--- src/rtl/pc_gen_ras_if.sv ---
// Fetch-address generator bus: control requests in, fetch PC and RAS status out.
interface pc_gen_ras_if #(
  parameter int XLEN      = 32,
  parameter int RAS_DEPTH = 4
);
  localparam int CW = $clog2(RAS_DEPTH) + 1;

  logic            stall;
  logic            redirect_valid;
  logic [XLEN-1:0] redirect_pc;
  logic            trap;
  logic            call;
  logic            ret;
  logic [XLEN-1:0] pc;
  logic [XLEN-1:0] ras_top;
  logic [CW-1:0]   ras_count;
  logic            ras_overflow;

  modport master (
    output stall, redirect_valid, redirect_pc, trap, call, ret,
    input  pc, ras_top, ras_count, ras_overflow
  );

  modport slave (
    input  stall, redirect_valid, redirect_pc, trap, call, ret,
    output pc, ras_top, ras_count, ras_overflow
  );
endinterface

--- src/rtl/pc_gen_ras.sv ---
// Fetch PC register with trap/redirect/stall priority and a circular
// return-address stack. The stack pointer addresses the next free slot;
// the top entry lives at sp-1. When full, a push overwrites the slot at sp,
// which is the oldest entry.
module pc_gen_ras #(
  parameter int              XLEN      = 32,
  parameter logic [XLEN-1:0] RESET_VEC = 32'h0000_0000,
  parameter logic [XLEN-1:0] TRAP_VEC  = 32'h0000_0080,
  parameter int              INC       = 4,
  parameter int              RAS_DEPTH = 4
) (
  input logic         clk,
  input logic         reset,
  pc_gen_ras_if.slave bus
);
  localparam int SPW = $clog2(RAS_DEPTH);
  localparam int CW  = SPW + 1;

  logic [XLEN-1:0] pc_q, pc_d;
  logic [SPW-1:0]  sp_q, sp_d;
  logic [CW-1:0]   count_q, count_d;
  logic            overflow_q, overflow_d;
  logic [XLEN-1:0] stack_q [RAS_DEPTH];
  logic [XLEN-1:0] stack_d [RAS_DEPTH];

  logic            advance;
  logic            ras_op;
  logic            ras_empty;
  logic            ras_full;
  logic [SPW-1:0]  top_idx;
  logic [XLEN-1:0] top_val;
  logic [XLEN-1:0] pc_inc;

  assign advance   = bus.trap | bus.redirect_valid | ~bus.stall;
  assign ras_op    = advance & ~bus.trap;
  assign ras_empty = (count_q == '0);
  assign ras_full  = (count_q == CW'(RAS_DEPTH));
  assign top_idx   = sp_q - SPW'(1);
  assign top_val   = ras_empty ? '0 : stack_q[top_idx];
  assign pc_inc    = pc_q + XLEN'(INC);

  // Next-PC selection, first match wins.
  always_comb begin
    pc_d = pc_inc;
    if (bus.trap)                        pc_d = TRAP_VEC;
    else if (bus.redirect_valid)         pc_d = bus.redirect_pc;
    else if (bus.stall)                  pc_d = pc_q;
    else if (bus.ret && !ras_empty)      pc_d = top_val;
  end

  // Return-address stack update: replace-top, push or pop.
  always_comb begin
    sp_d       = sp_q;
    count_d    = count_q;
    overflow_d = overflow_q;
    stack_d    = stack_q;
    if (ras_op) begin
      if (bus.call && bus.ret && !ras_empty) begin
        stack_d[top_idx] = pc_inc;
      end else if (bus.call) begin
        stack_d[sp_q] = pc_inc;
        sp_d          = sp_q + SPW'(1);
        if (ras_full) overflow_d = 1'b1;
        else          count_d    = count_q + CW'(1);
      end else if (bus.ret && !ras_empty) begin
        sp_d    = top_idx;
        count_d = count_q - CW'(1);
      end
    end
  end

  // State registers with synchronous reset.
  always_ff @(posedge clk) begin
    if (reset) begin
      pc_q       <= RESET_VEC;
      sp_q       <= '0;
      count_q    <= '0;
      overflow_q <= 1'b0;
      for (int i = 0; i < RAS_DEPTH; i++) stack_q[i] <= '0;
    end else begin
      pc_q       <= pc_d;
      sp_q       <= sp_d;
      count_q    <= count_d;
      overflow_q <= overflow_d;
      stack_q    <= stack_d;
    end
  end

  assign bus.pc           = pc_q;
  assign bus.ras_top      = top_val;
  assign bus.ras_count    = count_q;
  assign bus.ras_overflow = overflow_q;
endmodule

--- src/flat_wrapper.sv ---
// flat-port wrapper written by rule: the top's interface ports become plain ports
module pc_gen_ras_flat 
#(
  parameter int              XLEN      = 32,
  parameter logic [XLEN-1:0] RESET_VEC = 32'h0000_0000,
  parameter logic [XLEN-1:0] TRAP_VEC  = 32'h0000_0080,
  parameter int              INC       = 4,
  parameter int              RAS_DEPTH = 4
)
  (clk, reset, bus_stall, bus_redirect_valid, bus_redirect_pc, bus_trap, bus_call, bus_ret, bus_pc, bus_ras_top, bus_ras_count, bus_ras_overflow);
  pc_gen_ras_if #(.XLEN(XLEN), .RAS_DEPTH(RAS_DEPTH)) bus_i ();
  input logic clk;
  input logic reset;
  input wire logic [$bits(bus_i.stall)-1:0] bus_stall;
  input wire logic [$bits(bus_i.redirect_valid)-1:0] bus_redirect_valid;
  input wire logic [$bits(bus_i.redirect_pc)-1:0] bus_redirect_pc;
  input wire logic [$bits(bus_i.trap)-1:0] bus_trap;
  input wire logic [$bits(bus_i.call)-1:0] bus_call;
  input wire logic [$bits(bus_i.ret)-1:0] bus_ret;
  output wire logic [$bits(bus_i.pc)-1:0] bus_pc;
  output wire logic [$bits(bus_i.ras_top)-1:0] bus_ras_top;
  output wire logic [$bits(bus_i.ras_count)-1:0] bus_ras_count;
  output wire logic [$bits(bus_i.ras_overflow)-1:0] bus_ras_overflow;
  assign bus_i.stall = bus_stall;
  assign bus_i.redirect_valid = bus_redirect_valid;
  assign bus_i.redirect_pc = bus_redirect_pc;
  assign bus_i.trap = bus_trap;
  assign bus_i.call = bus_call;
  assign bus_i.ret = bus_ret;
  assign bus_pc = bus_i.pc;
  assign bus_ras_top = bus_i.ras_top;
  assign bus_ras_count = bus_i.ras_count;
  assign bus_ras_overflow = bus_i.ras_overflow;
  pc_gen_ras #(.XLEN(XLEN), .RESET_VEC(RESET_VEC), .TRAP_VEC(TRAP_VEC), .INC(INC), .RAS_DEPTH(RAS_DEPTH)) u_core (.clk(clk), .reset(reset), .bus(bus_i));
endmodule
--- config.mk ---
export PLATFORM = sky130hd
export DESIGN_NAME = pc_gen_ras_flat
export DESIGN_NICKNAME = d
export VERILOG_FILES = /design/src/rtl/pc_gen_ras_if.sv /design/src/rtl/pc_gen_ras.sv /design/src/flat_wrapper.sv
export SDC_FILE = /design/constraint.sdc
export NUM_CORES = 1
export LEC_CHECK = 0
export BUFFER_PORTS_ARGS = -buffer_cell sky130_fd_sc_hd__buf_2
export CORE_AREA = 3 3 133 135
export CTS_CLUSTER_DIAMETER = 120
export DETAILED_ROUTE_END_ITERATION = 7
export DIE_AREA = 0 0 136 138
export PLACE_DENSITY = 0.7
export RECOVER_POWER = 25
export SYNTH_ARGS = -nofsm -noshare
export SYNTH_HDL_FRONTEND = slang
export SYNTH_SLANG_ARGS = --single-unit
--- constraint.sdc ---
create_clock -name clk -period 4.55 [get_ports clk]
set_input_delay 1.365 -clock clk [delete_from_list [all_inputs] [get_ports clk]]
set_output_delay 1.365 -clock clk [all_outputs]
set_load 0.03 [all_outputs]
==> flow_summary.toml <==
[synthesis]
async_reset_ff_share_pct = 0
ys_warn_count = 0
synthTopCellsByCount = "dfxtp_1 (166), nor2_1 (151), a211oi_1 (117)"
ys_seq_elements = 166
synth_top_cell_area_share_pct = 40.1
syn_avg_cell_area_um2 = 8.85
yosysMostFrequentCell = "dfxtp_1"
ys_seq_area_share_pct = 40.1
synthFlopType = "dfxtp_1"
syn_inst = 937
yosysTopAreaCell = "dfxtp_1"
synth-edff-count = 0
yosysUniqueCellTypes = 59
synthesis.area_um2 = 8300
syn_nets = 982
synth_area_leaders = "dfxtp_1 (40%), a211oi_1 (11%), mux4_2 (8.7%)"

[timing]
finalSetupViolations = 0
skew_ns = 0.0114
fin_tns_setup_ns = 0
worstMarginPinSlew_ns = 1.18
fin_crit_sh_pct = 90.2
slew_headroom_pct = 21.3
fin_hold_ws_ns = 0.454
drv_slew = 0
rsz0062_at_grt = "false"
period_needed_ns = 4.10
hold_viol = 0
max_freq_mhz = 244

[pwr]
p_switching_uw = 1040
powerDensity_nw_per_um2 = 381
power_frac_comb_pct = 16.2
design_power_total_uw = 3600
pwr-share-seq_pct = 44.0
clock_power_share_pct = 39.8
swShare_pct = 28.9
p_leak_uw = 0.00313
power.internal_uw = 2560
ir_worst_vdd_mv = 0.246

[global_route]
grt_overflow = 0
grt_pass1_vias = 6858
grtUsageMet2_pct = 36.8
antenna_found_initial = 0
grtUsageMet3_pct = 4.87
grt_pass1_wl_mm = 38.4
busiest_layer = "met1"
gr-usage-met1_pct = 39.4
grt_start_max_net_pins = 87
gr-usage-all-layers_pct = 26.0

[clocking]
cts_root_buffer = "clkbuf_16"
clk_pin_slew_ns = 0.07
clock_latency_ns = 0.43
cts_setup_buffers = 0
cts.sinks = 166
htreeDepth = 4
hold_buffers = 0
max-clock-path-buffers = 2
cts_buffers = 17
cts_tree = "yes"
ctsResizeCount = 0

[floorplanning]
die_height_um = 138
rows = 47
ioPinCount = 107
fp.dieW_um = 136
start_util_pct = 50.0
core_um2 = 16600
die_area_um2 = 18800

[hold_path]
min_path_type = "reg -> reg"

[finish]
fillers = 1522
area_delta_synth_final_pct = 14.1
fin_util_pct = 57.1
diodes = 0
drive_gt1_share_pct = 16.7
nets = 1039

[worst_setup_path]
required_ns = 3.18
r2r_slack_ns = 1.56
cp.arrival_ns = 2.74
startpoint_type = "flop"
worstSetupPathType = "reg -> out"
cp_max_fo = 21
crit_path_end_kind = "output pin"

[routing]
drtAntennaViolNets = 0
drtPass1Iterations = 5
drt_iter0_drc = 732
dr_total_vias = 7514
wl_per_cell_um = 20.1
drcViolationCount = 0
wl_mm = 24.7
vias_per_cell = 6.13

[placed_design]
routabilityCongestion = 0.904
dp_hpwl_mm = 17.0
port_buffers = 106

[run]
maxCapViolCount = 0

[status]
outcome = "finished clean"
-- cells by family after synthesis --
logic type	count (synthesis)	synth area share [%]
AOI/OAI and AO/OA	243	20.3
xor gates and xnor gates	29	3.06
adders and majority gates	6	0.995
buffers and inverters	96	4.95
DFF	166	40.1
muxes	39	9.53
and+or+nand+nor	358	21.1
-- critical path, stage by stage (launching register included) --
cell     delay [ns]
dfxtp_1        0.38
inv_1          0.08
ha_2           0.79
buf_4          0.33
mux4_2         0.37
nor2b_1        0.16
buf_2          0.19
-- layout make-up --
class,count,area (µm²),area share (%)
multi-input cells,675,4610,48.7
flip-flops and latches,166,3320,35.1
repair buffers,123,632,6.68
clock buffers,20,457,4.83
well taps,220,275,2.91
clock inverters,11,124,1.31
inverters,11,41.3,0.436
-- layout by cell type (no fill, tap or decap), types with 4 or more instances in the layout --
cell type and n:
nor4_1 4, nand4_1 9, nand2b_1 5, nand2_1 64, o31a_1 5, a21oi_1 44, ha_1 4, and4_1 6
xnor2_1 21, nor2_1 147, or3_1 8, xor2_1 8, buf_4 14, a31oi_1 6, mux2i_1 7, buf_2 68
dfxtp_1 165, clkbuf_1 40, inv_1 10, nor2_4 4, o21a_1 6, nor4_2 5, mux4_2 32, clkbuf_16 17
nor2b_1 33, o21ai_0 25, nand3_1 22, nor3_1 34, o31ai_1 4, a211o_1 5, o221ai_1 5, a211oi_1 117
-- path summary, 6_finish.rpt --
kind / from / end / cells after the start
worst max-delay path: u_core.sp_q[1]$_SDFFE_PP0P_ / bus_ras_top[25] / 6
worst min-delay path: u_core.stack_q[99]$_SDFFE_PP0P_ / u_core.stack_q[99]$_SDFFE_PP0P_ / 2
worst max register to register: u_core.bus.pc[2]$_SDFFE_PP0P_ / u_core.stack_q[86]$_SDFFE_PP0P_ / 6
worst min register to register: u_core.stack_q[99]$_SDFFE_PP0P_ / u_core.stack_q[99]$_SDFFE_PP0P_ / 2
-- registers in the layout, summed over array words and instances (netlist names) --
name,count
u_core.stack_q,128
u_core.bus.pc,32
u_core.bus.ras_overflow,1
u_core.bus.ras_count,3
u_core.sp_q,2
-- power groups by stage --
stage                     Sequential (µW)  Combinational [µW]  Clock (µW)
after global placement               1610                 578           0
after floorplan                      1620                 395           0
after global routing                 1590                 631        1520
after detailed placement             1610                 581           0
after CTS                            1580                 585        1440
final                                1590                 583        1430
-- routing by layer --
layer,share of wire [%],vias up
li1,-,3544
met1,46,3539
met2,43,384
met3,9.1,47
met4,2.6,0
met5,0,-
-- metrics by stage --
| stage | instances | instance area [µm²] | worst slack (ns) |
|---|---|---|---|
| after floorplan | 937 | 8300 | 0.418 |
| after global placement | 1195 | 8940 | 0.894 |
| after detailed placement | 1195 | 8940 | 0.859 |
| after CTS | 1226 | 9520 | 0.394 |
| after global routing | 1226 | 9460 | 0.282 |
| final | 1226 | 9460 | 0.447 |
No activity file was read; power rests on OpenSTA's default activity.
